<file path="config.mk">
export PLATFORM = sky130hd
export DESIGN_NAME = uart_mmio_ctrl
export DESIGN_NICKNAME = d
export VERILOG_FILES = /design/src/rtl/uart_mmio_pkg.sv /design/src/rtl/uart_rx_fifo.sv /design/src/rtl/uart_mmio_ctrl.sv
export SDC_FILE = /design/constraint.sdc
export NUM_CORES = 1
export LEC_CHECK = 0
export CAP_MARGIN = 20
export CELL_PAD_IN_SITES_DETAIL_PLACEMENT = 1
export CELL_PAD_IN_SITES_GLOBAL_PLACEMENT = 1
export CORE_MARGIN = 4
export CORE_UTILIZATION = 44
export CTS_CLUSTER_DIAMETER = 40
export CTS_CLUSTER_SIZE = 16
export DETAILED_ROUTE_END_ITERATION = 12
export GPL_TIMING_DRIVEN = 0
export PLACE_DENSITY = 0.8
export SETUP_SLACK_MARGIN = 0.1
export SLEW_MARGIN = 10
export SYNTH_ARGS = -nofsm -noshare
export SYNTH_HDL_FRONTEND = slang
export SYNTH_SLANG_ARGS = --single-unit
</file>
<file path="constraint.sdc">
create_clock -name clk -period 2.85 [get_ports clk]
set_clock_uncertainty 0.1 [all_clocks]
set_input_delay 0.57 -clock clk [delete_from_list [all_inputs] [get_ports clk]]
set_output_delay 0.57 -clock clk [all_outputs]
set_load 0.03 [all_outputs]
</file>
<file path="src/rtl/uart_mmio_pkg.sv">
// rtl/uart_mmio_pkg.sv - register map and status bit positions for the UART MMIO controller
package uart_mmio_pkg;

    localparam int RX_DEPTH_DEF = 4;

    // Word-aligned byte offsets within the MMIO page
    localparam logic [4:0] ADDR_STATUS    = 5'h00;
    localparam logic [4:0] ADDR_RX_DATA   = 5'h04;
    localparam logic [4:0] ADDR_TX_DATA   = 5'h08;
    localparam logic [4:0] ADDR_CYCLE_CNT = 5'h10;
    localparam logic [4:0] ADDR_INSTR_CNT = 5'h14;
    localparam logic [4:0] ADDR_CNT_RST   = 5'h18;

    // STATUS register bit positions
    localparam int ST_TX_READY   = 0;
    localparam int ST_RX_VALID   = 1;
    localparam int ST_TX_OVERRUN = 2;
    localparam int ST_RX_CNT_LSB = 4;

endpackage

</file>
<file path="src/rtl/uart_rx_fifo.sv">
// rtl/uart_rx_fifo.sv - small synchronous FIFO buffering bytes from the UART receiver
module uart_rx_fifo #(
    parameter int DEPTH = 4,
    parameter int WIDTH = 8
) (
    input  logic                     clk,
    input  logic                     rst_n,
    input  logic                     push,
    input  logic                     pop,
    input  logic [WIDTH-1:0]         din,
    output logic [WIDTH-1:0]         dout,
    output logic                     full,
    output logic                     empty,
    output logic [$clog2(DEPTH):0]   count
);

    localparam int AW = $clog2(DEPTH);

    logic [WIDTH-1:0] r_mem [DEPTH];
    logic [AW-1:0]    r_wr_ptr;
    logic [AW-1:0]    r_rd_ptr;
    logic [AW:0]      r_count;
    logic             w_do_push;
    logic             w_do_pop;

    // Requests that would over- or under-run the buffer are ignored here as well
    assign w_do_push = push & ~full;
    assign w_do_pop  = pop & ~empty;

    assign full  = (r_count == (AW+1)'(DEPTH));
    assign empty = (r_count == '0);
    assign count = r_count;
    assign dout  = r_mem[r_rd_ptr];

    // Storage array; contents need no reset because the pointers define validity
    always_ff @(posedge clk) begin
        if (w_do_push) begin
            r_mem[r_wr_ptr] <= din;
        end
    end

    // Pointers wrap naturally since DEPTH is a power of two
    always_ff @(posedge clk or negedge rst_n) begin
        if (!rst_n) begin
            r_wr_ptr <= '0;
            r_rd_ptr <= '0;
            r_count  <= '0;
        end else begin
            if (w_do_push) r_wr_ptr <= r_wr_ptr + 1'b1;
            if (w_do_pop)  r_rd_ptr <= r_rd_ptr + 1'b1;
            if (w_do_push && !w_do_pop)      r_count <= r_count + 1'b1;
            else if (!w_do_push && w_do_pop) r_count <= r_count - 1'b1;
        end
    end

endmodule

</file>
<file path="src/rtl/uart_mmio_ctrl.sv">
// rtl/uart_mmio_ctrl.sv - MMIO register front-end sequencing the UART handshakes
module uart_mmio_ctrl
    import uart_mmio_pkg::*;
#(
    parameter int RX_DEPTH = RX_DEPTH_DEF,
    parameter int CNT_W    = 32
) (
    input  logic        clk,
    input  logic        rst_n,
    input  logic [4:0]  mmio_addr,
    input  logic        mmio_re,
    input  logic        mmio_we,
    input  logic [31:0] mmio_wdata,
    output logic [31:0] mmio_rdata,
    input  logic        inst_retired,
    output logic [7:0]  uart_din,
    output logic        uart_din_valid,
    input  logic        uart_din_ready,
    input  logic [7:0]  uart_dout,
    input  logic        uart_dout_valid,
    output logic        uart_dout_ready
);

    localparam int CW = $clog2(RX_DEPTH) + 1;

    logic [31:0]      r_rdata;
    logic [7:0]       r_tx_data;
    logic             r_tx_valid;
    logic             r_tx_overrun;
    logic [CNT_W-1:0] r_cyc_cnt;
    logic [CNT_W-1:0] r_instr_cnt;

    logic [4:0]       w_addr;
    logic [7:0]       w_fifo_dout;
    logic             w_fifo_full;
    logic             w_fifo_empty;
    logic [CW-1:0]    w_fifo_count;
    logic             w_push;
    logic             w_pop;
    logic             w_tx_hs;
    logic             w_tx_wr;
    logic             w_st_wr;
    logic             w_cnt_rst;
    logic [31:0]      w_status;
    logic [31:0]      w_rd_val;

    assign w_addr    = {mmio_addr[4:2], 2'b00};
    assign w_push    = uart_dout_valid & ~w_fifo_full;
    assign w_pop     = mmio_re & (w_addr == ADDR_RX_DATA) & ~w_fifo_empty;
    assign w_tx_hs   = r_tx_valid & uart_din_ready;
    assign w_tx_wr   = mmio_we & (w_addr == ADDR_TX_DATA);
    assign w_st_wr   = mmio_we & (w_addr == ADDR_STATUS);
    assign w_cnt_rst = mmio_we & (w_addr == ADDR_CNT_RST);

    assign mmio_rdata      = r_rdata;
    assign uart_din        = r_tx_data;
    assign uart_din_valid  = r_tx_valid;
    assign uart_dout_ready = ~w_fifo_full;

    uart_rx_fifo #(
        .DEPTH (RX_DEPTH),
        .WIDTH (8)
    ) u_rx_fifo (
        .clk   (clk),
        .rst_n (rst_n),
        .push  (w_push),
        .pop   (w_pop),
        .din   (uart_dout),
        .dout  (w_fifo_dout),
        .full  (w_fifo_full),
        .empty (w_fifo_empty),
        .count (w_fifo_count)
    );

    // Assemble STATUS from live state; rx_count occupies a 4-bit field
    always_comb begin
        w_status                        = '0;
        w_status[ST_TX_READY]           = ~r_tx_valid;
        w_status[ST_RX_VALID]           = ~w_fifo_empty;
        w_status[ST_TX_OVERRUN]         = r_tx_overrun;
        w_status[ST_RX_CNT_LSB +: 4]    = 4'(w_fifo_count);
    end

    // Read mux sees pre-update state, so a same-cycle write or pop is not visible
    always_comb begin
        w_rd_val = '0;
        case (w_addr)
            ADDR_STATUS:    w_rd_val = w_status;
            ADDR_RX_DATA:   w_rd_val = w_fifo_empty ? 32'd0 : {24'd0, w_fifo_dout};
            ADDR_CYCLE_CNT: w_rd_val = 32'(r_cyc_cnt);
            ADDR_INSTR_CNT: w_rd_val = 32'(r_instr_cnt);
            default:        w_rd_val = '0;
        endcase
    end

    // Registered load data, held between reads
    always_ff @(posedge clk or negedge rst_n) begin
        if (!rst_n) begin
            r_rdata <= '0;
        end else if (mmio_re) begin
            r_rdata <= w_rd_val;
        end
    end

    // TX holding register: a store that coincides with the handshake still lands
    always_ff @(posedge clk or negedge rst_n) begin
        if (!rst_n) begin
            r_tx_data    <= '0;
            r_tx_valid   <= 1'b0;
            r_tx_overrun <= 1'b0;
        end else begin
            if (w_tx_wr && (!r_tx_valid || w_tx_hs)) begin
                r_tx_data  <= mmio_wdata[7:0];
                r_tx_valid <= 1'b1;
            end else if (w_tx_hs) begin
                r_tx_valid <= 1'b0;
            end
            if (w_tx_wr && r_tx_valid && !w_tx_hs) begin
                r_tx_overrun <= 1'b1;
            end else if (w_st_wr && mmio_wdata[ST_TX_OVERRUN]) begin
                r_tx_overrun <= 1'b0;
            end
        end
    end

    // Free-running counters; a CNT_RST store overrides the increment
    always_ff @(posedge clk or negedge rst_n) begin
        if (!rst_n) begin
            r_cyc_cnt   <= '0;
            r_instr_cnt <= '0;
        end else if (w_cnt_rst) begin
            r_cyc_cnt   <= '0;
            r_instr_cnt <= '0;
        end else begin
            r_cyc_cnt <= r_cyc_cnt + 1'b1;
            if (inst_retired) r_instr_cnt <= r_instr_cnt + 1'b1;
        end
    end

endmodule

</file>
* Word-level counts from Yosys, hierarchy flattened
Memory sizes are Yosys's and may differ from the RTL's.
Cells that the tools add are included.
** Storage, ports and cells
- RAM bits :: 32
- Memories kept :: 1
- Register bits after elaboration :: 113
- Output and inout bits :: 42
** Memories
- u_rx_fifo.r_mem :: depth 4, bits a word 8, rd ports 1, clocked after Yosys merged registers in 0, write ports 1, line uart_rx_fifo.sv:19 : logic [WIDTH-1:0] r_mem [DEPTH];
** Operators by class
- Mux-type cells :: 13
- Reduce and logical (&&, ||, !) cells :: 17
- Add/subtract/negate cells :: 6
- Equal/unequal tests :: 6
- Bitwise operators :: 12
** Operator list (count)
- one-hot mux 32 bit (4 select lines) :: 1
- two-way mux 32 bit :: 3
- adder 32 x 1 -> 32 bit, second input constant :: 2
- equality test 3 bit, second input constant :: 4
- bitwise AND 1 bit :: 9
- two-way mux 8 bit :: 1
- nonzero test 2 bit :: 4
- logical AND 1 bit :: 6
- two-way mux 1 bit :: 6
- two-way mux 3 bit :: 2
- logical NOT 5 bit :: 1
- adder 2 x 1 -> 2 bit, second input constant :: 2
- logical NOT 1 bit :: 4
- adder 3 x 1 -> 3 bit, second input constant :: 1
- equality test 3 x 1 -> 1 bit, second input constant :: 1
- equality test 3 x 2 -> 1 bit, second input constant :: 1
- logical NOT 3 bit :: 1
- NOT 1 bit :: 3
- subtractor 3 x 1 -> 3 bit, second input constant :: 1
- logical OR 1 bit :: 1

* Longest topological paths before layout
- Word-level depth :: 8
- Depth in mapped cells :: 10
- Mapped depth without buffers :: 9

* Modules after synthesis
A second synthesis with hierarchy kept.
** Unflattened totals
- Cell total of the unflattened synthesis :: 637
- Area total of the unflattened synthesis :: 6917.9 um^2
** By module, submodules not included
- uart_mmio_ctrl :: area each 5342.6 um^2, cells each 559, sequential area each 2652.5 um^2, times used 1
- uart_rx_fifo :: area each 1575.3 um^2, cells each 78, sequential area each 1136.1 um^2, times used 1

* Worst setup path before layout
No wires, ideal clock.
- Path kind :: input -> register
- Start :: in mmio_addr[2]
- End :: reg u_rx_fifo.r_count[1] (netlist: u_rx_fifo.count[1])
- Data arrival time :: 2.459 ns
- Data required time :: 2.625 ns
- Path slack :: 0.166 ns
- Stages on the path :: 8
- Cells stage by stage :: buf_2 -> inv_1 -> nor4_2 -> nand2_1 -> ha_1 -> inv_1 -> fa_1 -> mux2_2
** Between the ends
- Longest elaborated chain between the ends :: 7
** RTL lines
- from (decl) :: line uart_mmio_ctrl.sv:10 : input logic [4:0] mmio_addr,
- equality test 3 x 1 -> 1 bit (*) :: line uart_mmio_ctrl.sv:49 : assign w_pop = mmio_re & (w_addr == ADDR_RX_DATA) & ~w_fifo_empty;
- bitwise AND 1 bit (*) (2 in a row) :: line uart_mmio_ctrl.sv:49
- bitwise AND 1 bit (*) :: line uart_rx_fifo.sv:28 : assign w_do_pop = pop & ~empty;
- logical NOT 1 bit :: line uart_rx_fifo.sv:51 : if (w_do_push && !w_do_pop) r_count <= r_count + 1'b1;
- logical AND 1 bit :: line uart_rx_fifo.sv:51
- two-way mux 3 bit / nonzero test 2 bit (equally long branches)
- to (signal assigned) :: line uart_rx_fifo.sv:51
- to (signal assigned) :: line uart_rx_fifo.sv:52 : else if (!w_do_push && w_do_pop) r_count <= r_count - 1'b1;
- to (decl) :: line uart_rx_fifo.sv:22 : logic [AW:0] r_count;
Mark *: on every way between the ends. The rest lies on a longest branch, timed or not.
A chain may end at the register's enable or synchronous reset.

* Worst setup path after layout
- Start :: in mmio_re
- End :: reg u_rx_fifo.r_count[1] (netlist: u_rx_fifo.count[1])
** Between the ends
- Longest elaborated chain between the ends :: 6
** RTL lines
- from (decl) :: line uart_mmio_ctrl.sv:11 : input logic mmio_re,
- bitwise AND 1 bit (*) (2 in a row) :: line uart_mmio_ctrl.sv:49
- bitwise AND 1 bit (*) :: line uart_rx_fifo.sv:28
- logical NOT 1 bit :: line uart_rx_fifo.sv:51
- logical AND 1 bit :: line uart_rx_fifo.sv:51
- two-way mux 3 bit / nonzero test 2 bit (equally long branches)
Marked as above.

==> flow_metrics.env <==
export IMPL_outcome="finished, final reports clean"
export IMPL_synthArstFlopShare_pct=77.93
export IMPL_path_max_fanout=10
export IMPL_cts_tree="yes"
export IMPL_syn_num_nets=672
export IMPL_grt_pass1_vias=5816
export IMPL_final_seq_area_um2=3789
export IMPL_drive_gt1_share_pct=10.70
export IMPL_fillers=1604
export IMPL_overflow=0
export IMPL_grt_max_degree=85
export IMPL_instances_no_fill=898
export IMPL_tightest_slew_ns=0.8702
export IMPL_drt_total_wl_mm=19.13
export IMPL_muxShareOfSynthArea_pct=5.860
export IMPL_rsz0062_at_grt="no"
export IMPL_firstDrtPassIters=5
export IMPL_routabilityCongestion=0.7963
export IMPL_clkTransAtPathRegs_ns=0.06
export IMPL_synthesis_area_um2=6812
export IMPL_synthAdderAreaFrac_pct=1.580
export IMPL_viasPerCell=6.080
export IMPL_hold_viol=0
export IMPL_grt_usage_pct=22.65
export IMPL_antenna_found_initial=0
export IMPL_synth_cells=612
export IMPL_place_hpwl_mm=13.33
export IMPL_io_buffers=63
export IMPL_finalSetupViolCount=0
export IMPL_synth_xor_xnor_area_share_pct=3.729
export IMPL_clockBufferDepth=2
export IMPL_vias=5460
export IMPL_pin_count=94
export IMPL_synth_distinct_cells=46
export IMPL_crit_path_max_incr_delay_ns=0.62
export IMPL_postSynthAreaPerCell_um2=11.13
export IMPL_worst_slack_ns=0.2286
export IMPL_yosys_warnings=0
export IMPL_die_h_um=132.4
export IMPL_drt_initial_drc_count=453
export IMPL_clkLatencyLatePin_ns=0.43
export IMPL_seq_area_frac_synth_pct=55.62
export IMPL_synth_compound_area_share_pct=12.75
export IMPL_num_rows=45
export IMPL_htree_levels=4
export IMPL_wl_per_cell_um=21.30
export IMPL_postRouteAntennaNets=0
export IMPL_fin_hold_ws_ns=0.3697
export IMPL_synth_top_family_by_area="simple AND/OR/NAND/NOR gates"
export IMPL_ys_ff_latch=145
export IMPL_slew_viol_final=0
export IMPL_multi_input_area_um2=2828
export IMPL_total_power_mw=6.457
export IMPL_root_buffer="clkbuf_16"
export IMPL_cp_end_kind="register"
export IMPL_clock_sinks=145
export IMPL_synthSimpleGateAreaFrac_pct=17.32
export IMPL_core_area_um2=15200
export IMPL_fmax_ghz=0.3815
export IMPL_synth_ff_type="dfrtp_1"
export IMPL_grt_pass1_wl_mm=31.53
export IMPL_path_class="input pin to register"
export IMPL_r2r_slack_ns=0.32
export IMPL_p_per_area_nw_per_um2=770.9
export IMPL_vdd_drop_max_v=0.0005373
export IMPL_cp_arrival_ns=2.84
export IMPL_synth_edff_count=32
export IMPL_slew_headroom_pct=41.73
export IMPL_die_w_um=132.4
export IMPL_place_area_um2=7716
export IMPL_area_growth_pct=22.98
export IMPL_post_route_drc_count=0
export IMPL_fin_crit_sh_pct=91.98
export IMPL_design_area_um2=8377
export IMPL_min_path_type="input pin to register"
export IMPL_cp_start_kind="input pin"
export IMPL_required_ns=3.06
export IMPL_min_period_ns=2.621
export IMPL_die_area_um2=17540
export IMPL_worst_path_max_delay_cell="clkbuf_1"
export IMPL_antenna_cells=0
export IMPL_place_inst=864
export IMPL_cpMostUsedCell="clkbuf_1"
export IMPL_finalNetCount=757
export IMPL_cp_cell_sequence="clkbuf_1 -> clkbuf_1 -> nand2_1 -> ha_1 -> inv_1 -> fa_1 -> mux2_2"
export IMPL_initial_utilization_pct=44.81
export IMPL_cts_made_buffers=17
export IMPL_maxCapViolations=0
export IMPL_dp_slack_ns=-0.6988
export IMPL_leakage_nw=3.264
## cell usage after synthesis, types with 2 or more instances
cell type	number	area share, %
a21oi_1	59	4.3
a222oi_1	5	0.73
a22oi_1	25	2.8
and2_1	6	0.55
and3_1	10	0.92
and4_1	9	1.2
buf_1	2	0.11
buf_2	9	0.66
clkbuf_1	25	1.4
dfrtp_1	113	42
edfxtp_1	32	14
ha_1	7	1.3
inv_1	16	0.88
mux2_2	15	2.5
mux2i_1	5	0.73
mux4_2	8	2.6
nand2_1	24	1.3
nand2b_1	8	0.73
nand3_1	27	2.0
nand4_1	20	1.8
nand4_2	2	0.37
nor2_1	54	3.0
nor3_1	8	0.59
nor3b_1	2	0.22
nor4_1	3	0.28
o21ai_0	9	0.66
o22ai_1	5	0.46
o31ai_1	28	3.1
or3_1	5	0.46
or4_1	27	3.0
or4_4	2	0.33
xnor2_1	15	1.9
xor2_1	14	1.8
## cells by family after synthesis
family	Yosys count
buffers and inverters	53
DFF	145
xor gates and xnor gates	29
AOI/OAI and AO/OA	137
and+or+nand+nor	212
adders and majority gates	8
muxes	28
## per-layer routing
metal / global-route usage [%] / routed length (um)
met4: 6.005 / 303
met1: 28.37 / 7870
met5: 0 / 0
met2: 39.31 / 9996
met3: 5.703 / 954
## where the power goes
part | switching (mW) | internal (mW)
combinational | 0.737 | 0.578
sequential | 0.293 | 2.44
clock | 0.930 | 1.48
total | 1.96 | 4.50
## state kept, by name (all words and copies together), names as in the netlist
name and flops:
mmio_rdata 32, r_cyc_cnt 32, r_instr_cnt 32, r_tx_overrun 1, u_rx_fifo.count 3, u_rx_fifo.r_mem 32, u_rx_fifo.r_rd_ptr 2, u_rx_fifo.r_wr_ptr 2
uart_din 8, uart_din_valid 1
## stage by stage
step	TNS, ns	utilization, %
floorplan	0	-
global placement	-380.46	50.50
detailed placement	-1.696	50.76
CTS	0	55.10
global route	0	55.10
finish	0	55.10
## worst max-delay path, delay by kind of cell
family        cells  cell delay (ns)
simple gates      1             0.22
fa+ha+maj         2             0.70
buf+inv           3             1.06
mux               1             0.27
## path summary, 6_finish.rpt
| path | startpoint | end | cells after the start |
|---|---|---|---|
| min in group asynchronous | rst_n | mmio_rdata[28] | 2 |
| max in group asynchronous | rst_n | r_cyc_cnt[1] | 3 |
| hold reg to reg | uart_din[1] | uart_din[1] | 1 |
| hold / removal | inst_retired | r_instr_cnt[0] | 3 |
| setup reg to reg | r_cyc_cnt[7] | r_cyc_cnt[22] | 6 |
| setup / recovery | mmio_re | u_rx_fifo.count[1] | 7 |
## timing repair
item,CTS,global route
hold buffers,1,0
gates resized for setup,1,0
setup endpoints to repair,2,0
endpoints found under the hold margin,29,0
buffers inserted,1,0
## cells in the final DEF (no fill, tap or decap), drive strengths merged, types with 4 or more instances in the layout
| cell | count |
|---|---|
| dfrtp | 113 |
| nand3 | 27 |
| and4 | 10 |
| nor4 | 4 |
| inv | 19 |
| bufinv | 4 |
| nand2 | 24 |
| and3 | 10 |
| clkinv | 6 |
| xor2 | 14 |
| mux2 | 15 |
| or4 | 29 |
| mux2i | 5 |
| a21oi | 59 |
| clkdlybuf4s50 | 62 |
| ha | 7 |
| and2 | 7 |
| o21ai | 9 |
| nor2 | 54 |
| nand2b | 8 |
| buf | 15 |
| clkbuf | 42 |
| edfxtp | 32 |
| xnor2 | 15 |
| nor3 | 8 |
| nand4 | 22 |
| a22oi | 25 |
| a222oi | 5 |
| or3 | 5 |
| o31ai | 28 |
| mux4 | 8 |
| o22ai | 5 |
## final cells by class
cell class	count	area share (%)
inverters	16	0.7170
plain buffers	37	1.837
clock inverters	15	2.494
clock buffers	17	5.078
multi-input cells	414	33.76
well taps	188	2.808
repair buffers	66	8.081
flip-flops and latches	145	45.23
Power figures use the tool's default switching activity.
==> edit (same settings) <==
Reset style: synchronous (`rst_n`), changed in 4 clocked blocks.
--- a/src/rtl/uart_rx_fifo.sv
+++ b/src/rtl/uart_rx_fifo.sv
@@ -40,7 +40,7 @@
     end
 
     // Pointers wrap naturally since DEPTH is a power of two
-    always_ff @(posedge clk or negedge rst_n) begin
+    always_ff @(posedge clk) begin
         if (!rst_n) begin
             r_wr_ptr <= '0;
             r_rd_ptr <= '0;
--- a/src/rtl/uart_mmio_ctrl.sv
+++ b/src/rtl/uart_mmio_ctrl.sv
@@ -94,7 +94,7 @@
     end
 
     // Registered load data, held between reads
-    always_ff @(posedge clk or negedge rst_n) begin
+    always_ff @(posedge clk) begin
         if (!rst_n) begin
             r_rdata <= '0;
         end else if (mmio_re) begin
@@ -103,7 +103,7 @@
     end
 
     // TX holding register: a store that coincides with the handshake still lands
-    always_ff @(posedge clk or negedge rst_n) begin
+    always_ff @(posedge clk) begin
         if (!rst_n) begin
             r_tx_data    <= '0;
             r_tx_valid   <= 1'b0;
@@ -124,7 +124,7 @@
     end
 
     // Free-running counters; a CNT_RST store overrides the increment
-    always_ff @(posedge clk or negedge rst_n) begin
+    always_ff @(posedge clk) begin
         if (!rst_n) begin
             r_cyc_cnt   <= '0;
             r_instr_cnt <= '0;
Function: differs if rst_n is asserted again (counterexample within 4 cycles, from zero or initial values and one cycle with rst_n low); with rst_n held inactive, the same outputs for 10 cycles.
==> edit against the original RTL <==
Cell count up 3.1%. Setup slack better by 0.046 ns. Synthesized area down 4.1%. Cell area down 4.3%. Sequential cell count up 2. Sequential share of layout area down 4.5 points. Routed wire length up 2.4%. Highest routed layer is now met5.
Power is not compared: it rests on default switching activity, and its combinational part moved more than twofold at a synthesized area within 25%.
==> edit: results (changes against the original RTL) <==
fin crit period=2.575 ns (was 2.621 ns); initial antenna violation count=1 (was 0); number of port buffers=64 (was 63); vias in the first global route=5732 (was 5816); largest net degree at the start of global routing=17 (was 85); routability cong.=0.8326 (was 0.7963); placed cell areas=7402 um2 (was 7716 um2); sequential share of the synthesized area=49.96% (was 55.62%); WHS Endpoint=mmio_rdata[5] (was r_instr_cnt[0]); multiplexer share of the synthesized area=6.073% (was 5.860%); Final nets=789 (was 757); WHS Path Cells=2 (was 3); wire length per cell=21.14 um (was 21.30 um); ranking of synthesized cells by area=dfxtp_1 35%, edfxtp_1 15%, o211a_1 3.7% (was dfrtp_1 42%, edfxtp_1 14%, a21oi_1 4.3%); Post-synth top cells=115 x dfxtp_1, 60 x nand2_1, 36 x clkbuf_1 (was 113 x dfrtp_1, 59 x a21oi_1, 54 x nor2_1); Avg Inst Size Synth=10.11 um2 (was 11.13 um2); Synth Area in Compound Gates=15.56% (was 12.75%); slowest CP cell=or4_1 (was clkbuf_1); Mapped Nets=706 (was 672); dpl hpwl=14260 um (was 13330 um); Worst Hold Slack=0.3637 ns (was 0.3697 ns); outcome=complete, no violations (unchanged); XOR/XNOR Fraction of Synth Area=3.755% (was 3.729%); Fillers=1626 (was 1604); total number of vias=5477 (was 5460); critical path endpoint=r_instr_cnt[24] (was u_rx_fifo.count[1]); critical path class=flip-flop to flip-flop (was input pin to flip-flop); postcts setup bufs=0 (was 1); reg-to-reg setup timing slack=0.27 ns (was 0.32 ns); Synth Area in Adders=1.648% (was 1.580%); first-pass GRT wire length=31330 um (was 31530 um); worst-margin pin slew=0.7343 ns (was 0.8702 ns); hold crit path type=flip-flop to flip-flop (was input pin to flip-flop); Placed Cells=894 (was 864); start of the worst register-to-register path=r_instr_cnt[0] (was r_cyc_cnt[7]); WP data arrival=2.82 ns (was 2.84 ns); pre-CTS setup slack=-0.4381 ns (was -0.6988 ns)
[edit: routing by layer]
metal / vias up / part of all wire [%] / GRT usage [%]
met3: 29 / 5.2 / 7.573
met5: - / 0.066 / 0
met1: 2752 / 44 / 30.09
met2: 122 / 49 / 41.64
li1: 2572 / - / -
met4: 2 / 1.4 / 5.807
[edit: power by group]
part	switching, mW	internal (mW)	total [mW]	leakage [nW]
Combinational	0.311	0.221	0.531	1.39
Clock	1.00	1.33	2.33	0.298
Sequential	0.0704	2.23	2.30	1.23
Total	1.38	3.78	5.16	2.92
[edit: cell type report]
cell class / instances / area (um2) / share of cell area, %
sequential: 147 / 3263 / 40.71
multi-input combinational: 446 / 3065 / 38.24
timing repair buffer: 64 / 640.6 / 7.991
clock buffer: 17 / 425.4 / 5.307
tap: 184 / 230.2 / 2.872
clock inverter: 15 / 180.2 / 2.248
buffer: 41 / 166.4 / 2.076
inverter: 12 / 45.04 / 0.5619
